[config.mk]
export PLATFORM = sky130hd
export DESIGN_NAME = spi_ram_wrapper_flat
export DESIGN_NICKNAME = d
export VERILOG_FILES = /design/src/rtl/spi_ram_pkg.sv /design/src/rtl/spi_ram_wrapper_if.sv /design/src/rtl/spi_ram_sp.sv /design/src/rtl/spi_ram_wrapper.sv /design/src/flat_wrapper.sv
export SDC_FILE = /design/constraint.sdc
export NUM_CORES = 2
export LEC_CHECK = 0
export CAP_MARGIN = 20
export CORE_MARGIN = 4
export CORE_UTILIZATION = 63
export DETAILED_ROUTE_END_ITERATION = 16
export HOLD_SLACK_MARGIN = 0.15
export PLACE_DENSITY = 0.79
export SYNTH_ARGS = -nofsm -noshare
export SYNTH_HDL_FRONTEND = slang
export SYNTH_SLANG_ARGS = --single-unit
[constraint.sdc]
create_clock -name clk -period 5.8 [get_ports clk]
set_input_delay 1.16 -clock clk [delete_from_list [all_inputs] [get_ports clk]]
set_output_delay 1.16 -clock clk [all_outputs]
set_load 0.01 [all_outputs]
[src/rtl/spi_ram_pkg.sv]
// Shared state encoding, command codes and word geometry for the SPI-to-RAM bridge.
package spi_ram_pkg;

  typedef enum logic [2:0] {
    IDLE,
    CHK_CMD,
    WRITE,
    READ_ADD,
    READ_DATA
  } state_e;

  localparam logic [1:0] CMD_WR_ADDR = 2'b00;
  localparam logic [1:0] CMD_WR_DATA = 2'b01;
  localparam logic [1:0] CMD_RD_ADDR = 2'b10;
  localparam logic [1:0] CMD_RD_DATA = 2'b11;

  localparam int unsigned WORD_W = 10;
  localparam int unsigned BYTE_W = 8;
  localparam int unsigned CNT_W  = 4;

  localparam logic [CNT_W-1:0] CNT_LAST = CNT_W'(WORD_W - 1);
  localparam logic [CNT_W-1:0] CNT_FULL = CNT_W'(WORD_W);
  localparam logic [CNT_W-1:0] TX_LAST  = CNT_W'(BYTE_W);

  function automatic logic [1:0] cmd_of(input logic [WORD_W-1:0] word);
    return word[WORD_W-1 -: 2];
  endfunction

  // Write frames only carry 0x codes, read frames only 1x codes.
  function automatic logic cmd_fits(input state_e st, input logic [1:0] cmd);
    logic fits;
    case (st)
      WRITE:               fits = ~cmd[1];
      READ_ADD, READ_DATA: fits = cmd[1];
      default:             fits = 1'b0;
    endcase
    return fits;
  endfunction

endpackage

[src/rtl/spi_ram_wrapper_if.sv]
// SPI pin bundle between an external master and the RAM bridge slave.
interface spi_ram_wrapper_if;

  logic MOSI;
  logic SS_n;
  logic MISO;

  modport master (
    output MOSI,
    output SS_n,
    input  MISO
  );

  modport slave (
    input  MOSI,
    input  SS_n,
    output MISO
  );

endinterface

[src/rtl/spi_ram_sp.sv]
// Single-port RAM with a registered command decoder fed by 10-bit slave words.
// Build option SPI_WR_ADDR_AUTOINC_EN: post-increment wr_addr after every data write.
module spi_ram_sp
  import spi_ram_pkg::*;
#(
  parameter int unsigned MEM_DEPTH = 256,
  parameter int unsigned ADDR_SIZE = 8
) (
  input  logic              clk,
  input  logic              rst,
  input  logic [WORD_W-1:0] din_i,
  input  logic              rx_valid_i,
  output logic [BYTE_W-1:0] dout_o,
  output logic              tx_valid_o
);

  logic [BYTE_W-1:0]    mem [MEM_DEPTH];
  logic [ADDR_SIZE-1:0] wr_addr_q;
  logic [ADDR_SIZE-1:0] rd_addr_q;
  logic [BYTE_W-1:0]    dout_q;
  logic                 tx_valid_q;

  logic [1:0]           cmd;
  logic [BYTE_W-1:0]    payload;

  always_comb begin
    cmd     = cmd_of(din_i);
    payload = din_i[BYTE_W-1:0];
  end

  // Storage is deliberately left out of reset so contents survive it.
  always_ff @(posedge clk) begin
    if (!rst && rx_valid_i && (cmd == CMD_WR_DATA)) begin
      mem[wr_addr_q] <= payload;
    end
  end

  always_ff @(posedge clk) begin
    if (rst) begin
      wr_addr_q  <= '0;
      rd_addr_q  <= '0;
      dout_q     <= '0;
      tx_valid_q <= 1'b0;
    end else begin
      tx_valid_q <= 1'b0;
      if (rx_valid_i) begin
        unique case (cmd)
          CMD_WR_ADDR: wr_addr_q <= payload[ADDR_SIZE-1:0];
          CMD_WR_DATA: begin
`ifdef SPI_WR_ADDR_AUTOINC_EN
            // Address width spans the full depth, so natural overflow wraps 255 -> 0.
            wr_addr_q <= wr_addr_q + 1'b1;
`else
            wr_addr_q <= wr_addr_q;
`endif
          end
          CMD_RD_ADDR: rd_addr_q <= payload[ADDR_SIZE-1:0];
          CMD_RD_DATA: begin
            dout_q     <= mem[rd_addr_q];
            tx_valid_q <= 1'b1;
          end
        endcase
      end
    end
  end

  assign dout_o     = dout_q;
  assign tx_valid_o = tx_valid_q;

endmodule

[src/rtl/spi_ram_wrapper.sv]
// SPI slave front end: frames 10-bit command words from MOSI, drives the RAM decoder,
// and serializes read bytes MSB-first on MISO.
module spi_ram_wrapper
  import spi_ram_pkg::*;
#(
  parameter int unsigned MEM_DEPTH = 256,
  parameter int unsigned ADDR_SIZE = 8
) (
  input  logic             clk,
  input  logic             rst,
  spi_ram_wrapper_if.slave spi
);

  state_e            state_q;
  logic [CNT_W-1:0]  cnt_q;
  logic [WORD_W-1:0] din_q;
  logic              rx_valid_q;
  logic              rd_addr_received_q;
  logic              miso_q;
  logic [BYTE_W-1:0] tx_sr_q;
  logic [CNT_W-1:0]  tx_cnt_q;
  logic              tx_busy_q;

  logic [WORD_W-1:0] word_next;
  logic [1:0]        cmd_next;
  logic              word_done;
  logic              word_ok;
  logic [BYTE_W-1:0] dout;
  logic              tx_valid;

  always_comb begin
    word_next = {din_q[WORD_W-2:0], spi.MOSI};
    cmd_next  = cmd_of(word_next);
    word_done = (cnt_q == CNT_LAST);
    word_ok   = cmd_fits(state_q, cmd_next);
  end

  always_ff @(posedge clk) begin
    if (rst) begin
      state_q            <= IDLE;
      cnt_q              <= '0;
      din_q              <= '0;
      rx_valid_q         <= 1'b0;
      rd_addr_received_q <= 1'b0;
      miso_q             <= 1'b0;
      tx_sr_q            <= '0;
      tx_cnt_q           <= '0;
      tx_busy_q          <= 1'b0;
    end else begin
      rx_valid_q <= 1'b0;

      unique case (state_q)
        IDLE: begin
          cnt_q <= '0;
          if (!spi.SS_n) state_q <= CHK_CMD;
        end
        CHK_CMD: begin
          if (spi.SS_n)                state_q <= IDLE;
          else if (!spi.MOSI)          state_q <= WRITE;
          else if (rd_addr_received_q) state_q <= READ_DATA;
          else                         state_q <= READ_ADD;
        end
        WRITE, READ_ADD, READ_DATA: begin
          if (spi.SS_n) begin
            state_q <= IDLE;
            cnt_q   <= '0;
          end else if (cnt_q != CNT_FULL) begin
            // Once a full word is in, further MOSI bits are ignored until the frame closes.
            din_q <= word_next;
            cnt_q <= cnt_q + 1'b1;
            if (word_done && word_ok) begin
              rx_valid_q <= 1'b1;
              if (cmd_next == CMD_RD_ADDR)      rd_addr_received_q <= 1'b1;
              else if (cmd_next == CMD_RD_DATA) rd_addr_received_q <= 1'b0;
            end
          end
        end
        default: state_q <= IDLE;
      endcase

      if (spi.SS_n) begin
        miso_q    <= 1'b0;
        tx_busy_q <= 1'b0;
      end else if (tx_valid && (state_q == READ_DATA)) begin
        miso_q    <= dout[BYTE_W-1];
        tx_sr_q   <= {dout[BYTE_W-2:0], 1'b0};
        tx_cnt_q  <= CNT_W'(1);
        tx_busy_q <= 1'b1;
      end else if (tx_busy_q) begin
        if (tx_cnt_q == TX_LAST) begin
          miso_q    <= 1'b0;
          tx_busy_q <= 1'b0;
        end else begin
          miso_q   <= tx_sr_q[BYTE_W-1];
          tx_sr_q  <= {tx_sr_q[BYTE_W-2:0], 1'b0};
          tx_cnt_q <= tx_cnt_q + 1'b1;
        end
      end else begin
        miso_q <= 1'b0;
      end
    end
  end

  assign spi.MISO = miso_q;

  spi_ram_sp #(
    .MEM_DEPTH (MEM_DEPTH),
    .ADDR_SIZE (ADDR_SIZE)
  ) ram (
    .clk        (clk),
    .rst        (rst),
    .din_i      (din_q),
    .rx_valid_i (rx_valid_q),
    .dout_o     (dout),
    .tx_valid_o (tx_valid)
  );

endmodule

[src/flat_wrapper.sv]
// flat-port wrapper written by rule: the top's interface ports become plain ports
module spi_ram_wrapper_flat import spi_ram_pkg::*;
#(
  parameter int unsigned MEM_DEPTH = 256,
  parameter int unsigned ADDR_SIZE = 8
)
  (clk, rst, spi_MOSI, spi_SS_n, spi_MISO);
  spi_ram_wrapper_if spi_i ();
  input  logic clk;
  input  logic rst;
  input wire logic [$bits(spi_i.MOSI)-1:0] spi_MOSI;
  input wire logic [$bits(spi_i.SS_n)-1:0] spi_SS_n;
  output wire logic [$bits(spi_i.MISO)-1:0] spi_MISO;
  assign spi_i.MOSI = spi_MOSI;
  assign spi_i.SS_n = spi_SS_n;
  assign spi_MISO = spi_i.MISO;
  spi_ram_wrapper #(.MEM_DEPTH(MEM_DEPTH), .ADDR_SIZE(ADDR_SIZE)) u_core (.clk(clk), .rst(rst), .spi(spi_i));
endmodule
Word-level counts from Yosys, hierarchy flattened

Memory sizes are Yosys's and may differ from the RTL's. A register that Yosys moved wholly into a read port is not among the register bits.
Cells that the tools add are included.
W data, S select, Z words.

Eq/ne operators: 16
Bitwise gates (word level): 5
Add/sub/neg operators: 2
Reductions and logical operators: 23
Muxes and demuxes: 28

Operators with widths:

| kind                  | number |
|---|---|
| $mux W8               | 3 |
| $mux W4               | 5 |
| $mux W3               | 5 |
| $mux W1               | 12 |
| $reduce_and A2 Y1     | 5 |
| $pmux W3 S3           | 1 |
| $add A4 B1 Y4 const B | 2 |
| $eq A2 B2 Y1 const B  | 4 |
| $eq A4 B4 Y1 const B  | 2 |
| $pmux W4 S2           | 1 |
| $eq A3 B2 Y1 const B  | 2 |
| $reduce_and A3 Y1     | 2 |
| $reduce_bool A2 Y1    | 3 |
| $reduce_or A2 Y1      | 3 |
| $not A1 Y1            | 5 |
| $reduce_and A5 Y1     | 1 |
| $logic_and A1 B1 Y1   | 4 |
| $ne A2 B2 Y1 const B  | 2 |
| $ne A4 B4 Y1 const B  | 1 |
| $reduce_or A4 Y1      | 1 |
| $eq A3 B1 Y1 const B  | 1 |
| $eq A3 B3 Y1 const B  | 1 |
| $logic_not A3 Y1      | 1 |
| $ne A3 B2 Y1 const B  | 1 |
| other kinds (6)       | 6 |

Register bits: 50
RAM bits: 2048
Word-level logic and storage cells: 87
Memories kept: 1
Output and inout port bits: 1
Bits of input ports: 4

Memories:

| name           | depth | bits a word | read ports | clocked after Yosys merged registers in | write ports | RTL line         | source |
|---|---|---|---|---|---|---|---|
| u_core.ram.mem | 256   | 8           | 1          | 1                                       | 1           | spi_ram_sp.sv:17 | `logic [BYTE_W-1:0] mem [MEM_DEPTH];` |

Depth between registers and ports, before layout

Depth in word-level cells: 5
Mapped depth: 13
Mapped depth without buffers: 8

By module

A second synthesis with hierarchy kept.

Cell total of the unflattened synthesis: 4068
Area, all modules: 82429.1 µm²

Modules (own cells, without submodules):

| module          | area an instance (µm²) | sequential area each (µm²) | instances | cells an instance |
|---|---|---|---|---|
| spi_ram_sp      | 80913.9                | 61999.5                    | 1         | 3900 |
| spi_ram_wrapper | 1515.2                 | 640.6                      | 1         | 168 |

Worst setup path before layout

OpenSTA, ideal clock, no wires.

Path kind: reg-to-reg
Start point: register u_core.din_q[7]
End point: memory u_core.ram.mem[0][7], data pin
Period minus slack after synthesis: 4.326 ns
Stages on the path, launching flop included: 1
Arrival: 3.458 ns
Path buffers: 0
Required time: 4.932 ns
Setup slack: 1.474 ns
Library setup time: 0.868 ns
Cell sequence: dfxtp_1

RTL lines:

| item                   | RTL line              | source |
|---|---|---|
| start, declared        | spi_ram_wrapper.sv:16 | `logic [WORD_W-1:0] din_q;` |
| start signal, assigned | spi_ram_wrapper.sv:69 | `din_q <= word_next;` |
| end, declared          | spi_ram_sp.sv:17      |  |

Straight into the memory's write port.

==> run metrics <==
GR Overflow Total 0; multiplexer share of the synthesized area 0.147; Starting DRT DRC Count between 7000 and 8000; Longest Clk Path Bufs 3; Worst-Margin Slew between 1 and 1.5 ns; Synth Area in Compound Gates 0.0345; Pwr Density about 320 nW/um^2; Psw between 5 and 6 mW; fin cells just over 6000; Synth top area share 0.749; Tmin final 4.48 ns; via count 43500; postcts setup bufs 0; drt total wl approximately 210 mm; post-synthesis cell count between 4000 and 5000; worst r2r path cells 8; critical path required time 6.58 ns; endpoints failing hold 0; Hold Buf Count CTS 0; most area-consuming cells after synthesis edfxtp_1 (75%), mux4_2 (11%), mux2i_1 (2.9%); cell count after placement about 5700; Worst setup SP type flop; hpwl dp 127 mm; # H-tree levels 4; final period utilization 0.773; first-pass GRT wire length around 300 mm; P_leak between 20 and 30 nW; Die Wd around 370 um; Max Cap Viol 0; hold_sp u_core.tx_sr_q[1]$_SDFFE_PP0P_; Ports 5; CTS Sinks between 2000 and 2500; commonest non-fill, non-tap cells in the layout edfxtp_1 (2048), mux4_2 (411), nor2_1 (345); RR Startpoint u_core.ram.rd_addr_q[2]$_SDFFE_PP0P_; internal power about 24 mW; core area about 130000 sq um; Slew headroom 0.101; largest family of logic cells by synthesized area multiplexers; yosys warns 0; Crit Path Category reg -> reg; Mapped Nets between 4000 and 5000; Worst R2R Setup Slack between 1 and 1.5 ns; Slew Viols, Final 0; clock buffer count from CTS 199; Finished Core Util 0.699; Post-Synth Adder-Cell Area 0.000762; PortBufs 4; Worst Hold Class reg -> reg; synth unique cells 69; f_max between 200 and 250 MHz; FF-to-FF End u_core.ram.dout_o[7]$_SDFFE_PP0P_; GP Congestion a little under 1; Hold EP u_core.tx_sr_q[1]$_SDFFE_PP0P_; Detailed Routing Iterations Pass 1 8; filler instances roughly 7500; layout cells sized above 1 0.200; Syn Std Cell Area approximately 80000 sq um; Via-to-Cell Ratio 7.16; post-cts resize count 0; Max Clock Skew about 0.039 ns; number of synthesized flops with an enable pin 2048; WP data arrival 5.27 ns; Yosys reg bits around 2100; vias in the first global route between 40000 and 50000; CP Capture Type flop; Worst-Skew Late Latency 0.84 ns; Residual DRC 0; predominant post-synthesis flop cell edfxtp_1; WL/cell 35.2 um; Die ar. 136000 sq um; NumNets Final around 4200; Flop pwr share 0.560; area grow syn2layout 10.2%; GRT Util Overall 0.317; VDD IR max between 300 and 400 uV; Clk pin slew, worst setup/hold paths ~0.06 ns; clock power share 0.439; maximum number of pins on one net before global-route repair 190; outcome completed; Mean Syn Cell Area roughly 20 sq um; clock root buffer clkbuf_16; RSZ-0062 raised after global routing no; Seq/Total Area, Yosys 0.763; post-route ant nets 0; crit path max fanout 34; starting density of the core 0.634; CTS tree yes; most common cell after layout, fill and taps aside edfxtp_1; Yosys top cell by area edfxtp_1; Synth Area in XOR/XNOR 0.000534; Final setup viols 0; switch share 0.190; setup TNS 0 ns; Cell Rows between 100 and 150; WHS Path Cells 2; initial antenna violation count 10; post-synthesis simple-gate area fraction 0.0339; Comb power frac 0.001; Die Y 369 um; Post-synth ARST share 0
[sequential cells by signal, indices dropped and copies added, names as in the netlist]
signal and flops:
u_core.tx_sr_q 7, u_core.ram.tx_valid_o 1, u_core.spi.MISO 1, u_core.ram.dout_o 8, u_core.tx_busy_q 1, u_core.cnt_q 4
u_core.ram.rd_addr_q 8, u_core.state_q 3, u_core.ram.wr_addr_q 8, u_core.rd_addr_received_q 1, u_core.tx_cnt_q 4, u_core.rx_valid_q 1
u_core.din_q 10, u_core.ram.mem 2048
[routing by layer]
layer	track usage	vias to the layer above	share of wire
met5	0	-	0.00014
met4	0.163	4	0.060
met3	0.0959	709	0.14
met2	0.475	3630	0.46
met1	0.430	22100	0.34
li1	-	17100	-
[synth_stat cells (38+ instances only)]
library cell	count
buf_6	38
mux4_2	411
dfxtp_1	57
o21ai_0	42
buf_2	61
nand2_1	118
clkbuf_1	106
o22ai_1	84
nand3_1	58
nor2_1	348
edfxtp_1	2048
a21oi_1	40
a22oi_1	77
mux2i_1	238
[worst max-delay path, cell delays in order, from the launching register on]
cell and delay [ns]:
dfxtp_2 0.76, buf_4 0.66, nand3b_1 0.95, o22ai_1 0.52, nor3_1 0.15, a221oi_1 0.74
o2111ai_1 0.23, nor3_1 0.27, a211o_1 0.14
[power groups by stage]
stage	Combinational, mW	Clock [mW]	Sequential, mW
after detailed placement	0.0288	0	16.8
final	0.0299	12.9	16.4
after global routing	0.0320	13.6	16.4
after CTS	0.0292	12.9	16.4
after global placement	0.0271	0	16.8
after floorplan	0.0144	0	16.8
[metrics by stage]
| stage | total power, mW | hold WS (ns) | worst slack, ns | cell area [sq um] |
|---|---|---|---|---|
| 6_report | 29.4 | 0.483 | 1.32 | 90500 |
| 5_1_grt | 30.1 | 0.493 | 1.41 | 90500 |
| 4_1_cts | 29.4 | 0.474 | 1.64 | 90400 |
| 3_5_place_dp | 16.8 | 0.464 | 1.66 | 83900 |
| 3_3_place_gp | 16.8 | 0.456 | 1.01 | 83900 |
| 2_1_floorplan | 16.8 | 0.435 | 1.47 | 82100 |
[layout make-up]
type / instances / area (sq um) / area share
Inverter: 10 / 40.0 / 0.000442
Multi-Input combinational cell: 1719 / 17800 / 0.197
Clock inverter: 128 / 1160 / 0.0128
Tap cell: 1742 / 2180 / 0.0241
Sequential cell: 2105 / 62700 / 0.693
Antenna cell: 9 / 22.5 / 0.000249
Timing Repair Buffer: 131 / 1300 / 0.0143
Clock buffer: 241 / 5290 / 0.0585
[worst max-delay path by stage]
stage                                               from                                 to  slack (ns)  cells after the start
floorplan                   u_core.din_q[7]$_SDFFE_PP0P_     u_core.ram.mem[0][7]$_DFFE_PP_        1.47                      0
global placement    u_core.ram.rd_addr_q[0]$_SDFFE_PP0P_  u_core.ram.dout_o[3]$_SDFFE_PP0P_        1.01                      8
detailed placement  u_core.ram.rd_addr_q[2]$_SDFFE_PP0P_  u_core.ram.dout_o[7]$_SDFFE_PP0P_        1.66                      9
CTS                 u_core.ram.rd_addr_q[2]$_SDFFE_PP0P_  u_core.ram.dout_o[7]$_SDFFE_PP0P_        1.64                      9
global route        u_core.ram.rd_addr_q[2]$_SDFFE_PP0P_  u_core.ram.dout_o[7]$_SDFFE_PP0P_        1.41                      8
finish              u_core.ram.rd_addr_q[2]$_SDFFE_PP0P_  u_core.ram.dout_o[7]$_SDFFE_PP0P_        1.32                      8
[logic make-up (layout without fill, tap and decap cells)]
family                   after synthesis  after routing
adder cells (fa/ha/maj)                5              5
AND/OR/NAND/NOR                      645            645
multiplexers                         666            666
AO/OA/AOI/OAI                        398            398
buffers and inverters                262            510
other                                  0              9
XOR/XNOR                               5              5
flip-flops                          2105           2105
Power figures use the tool's default switching activity.
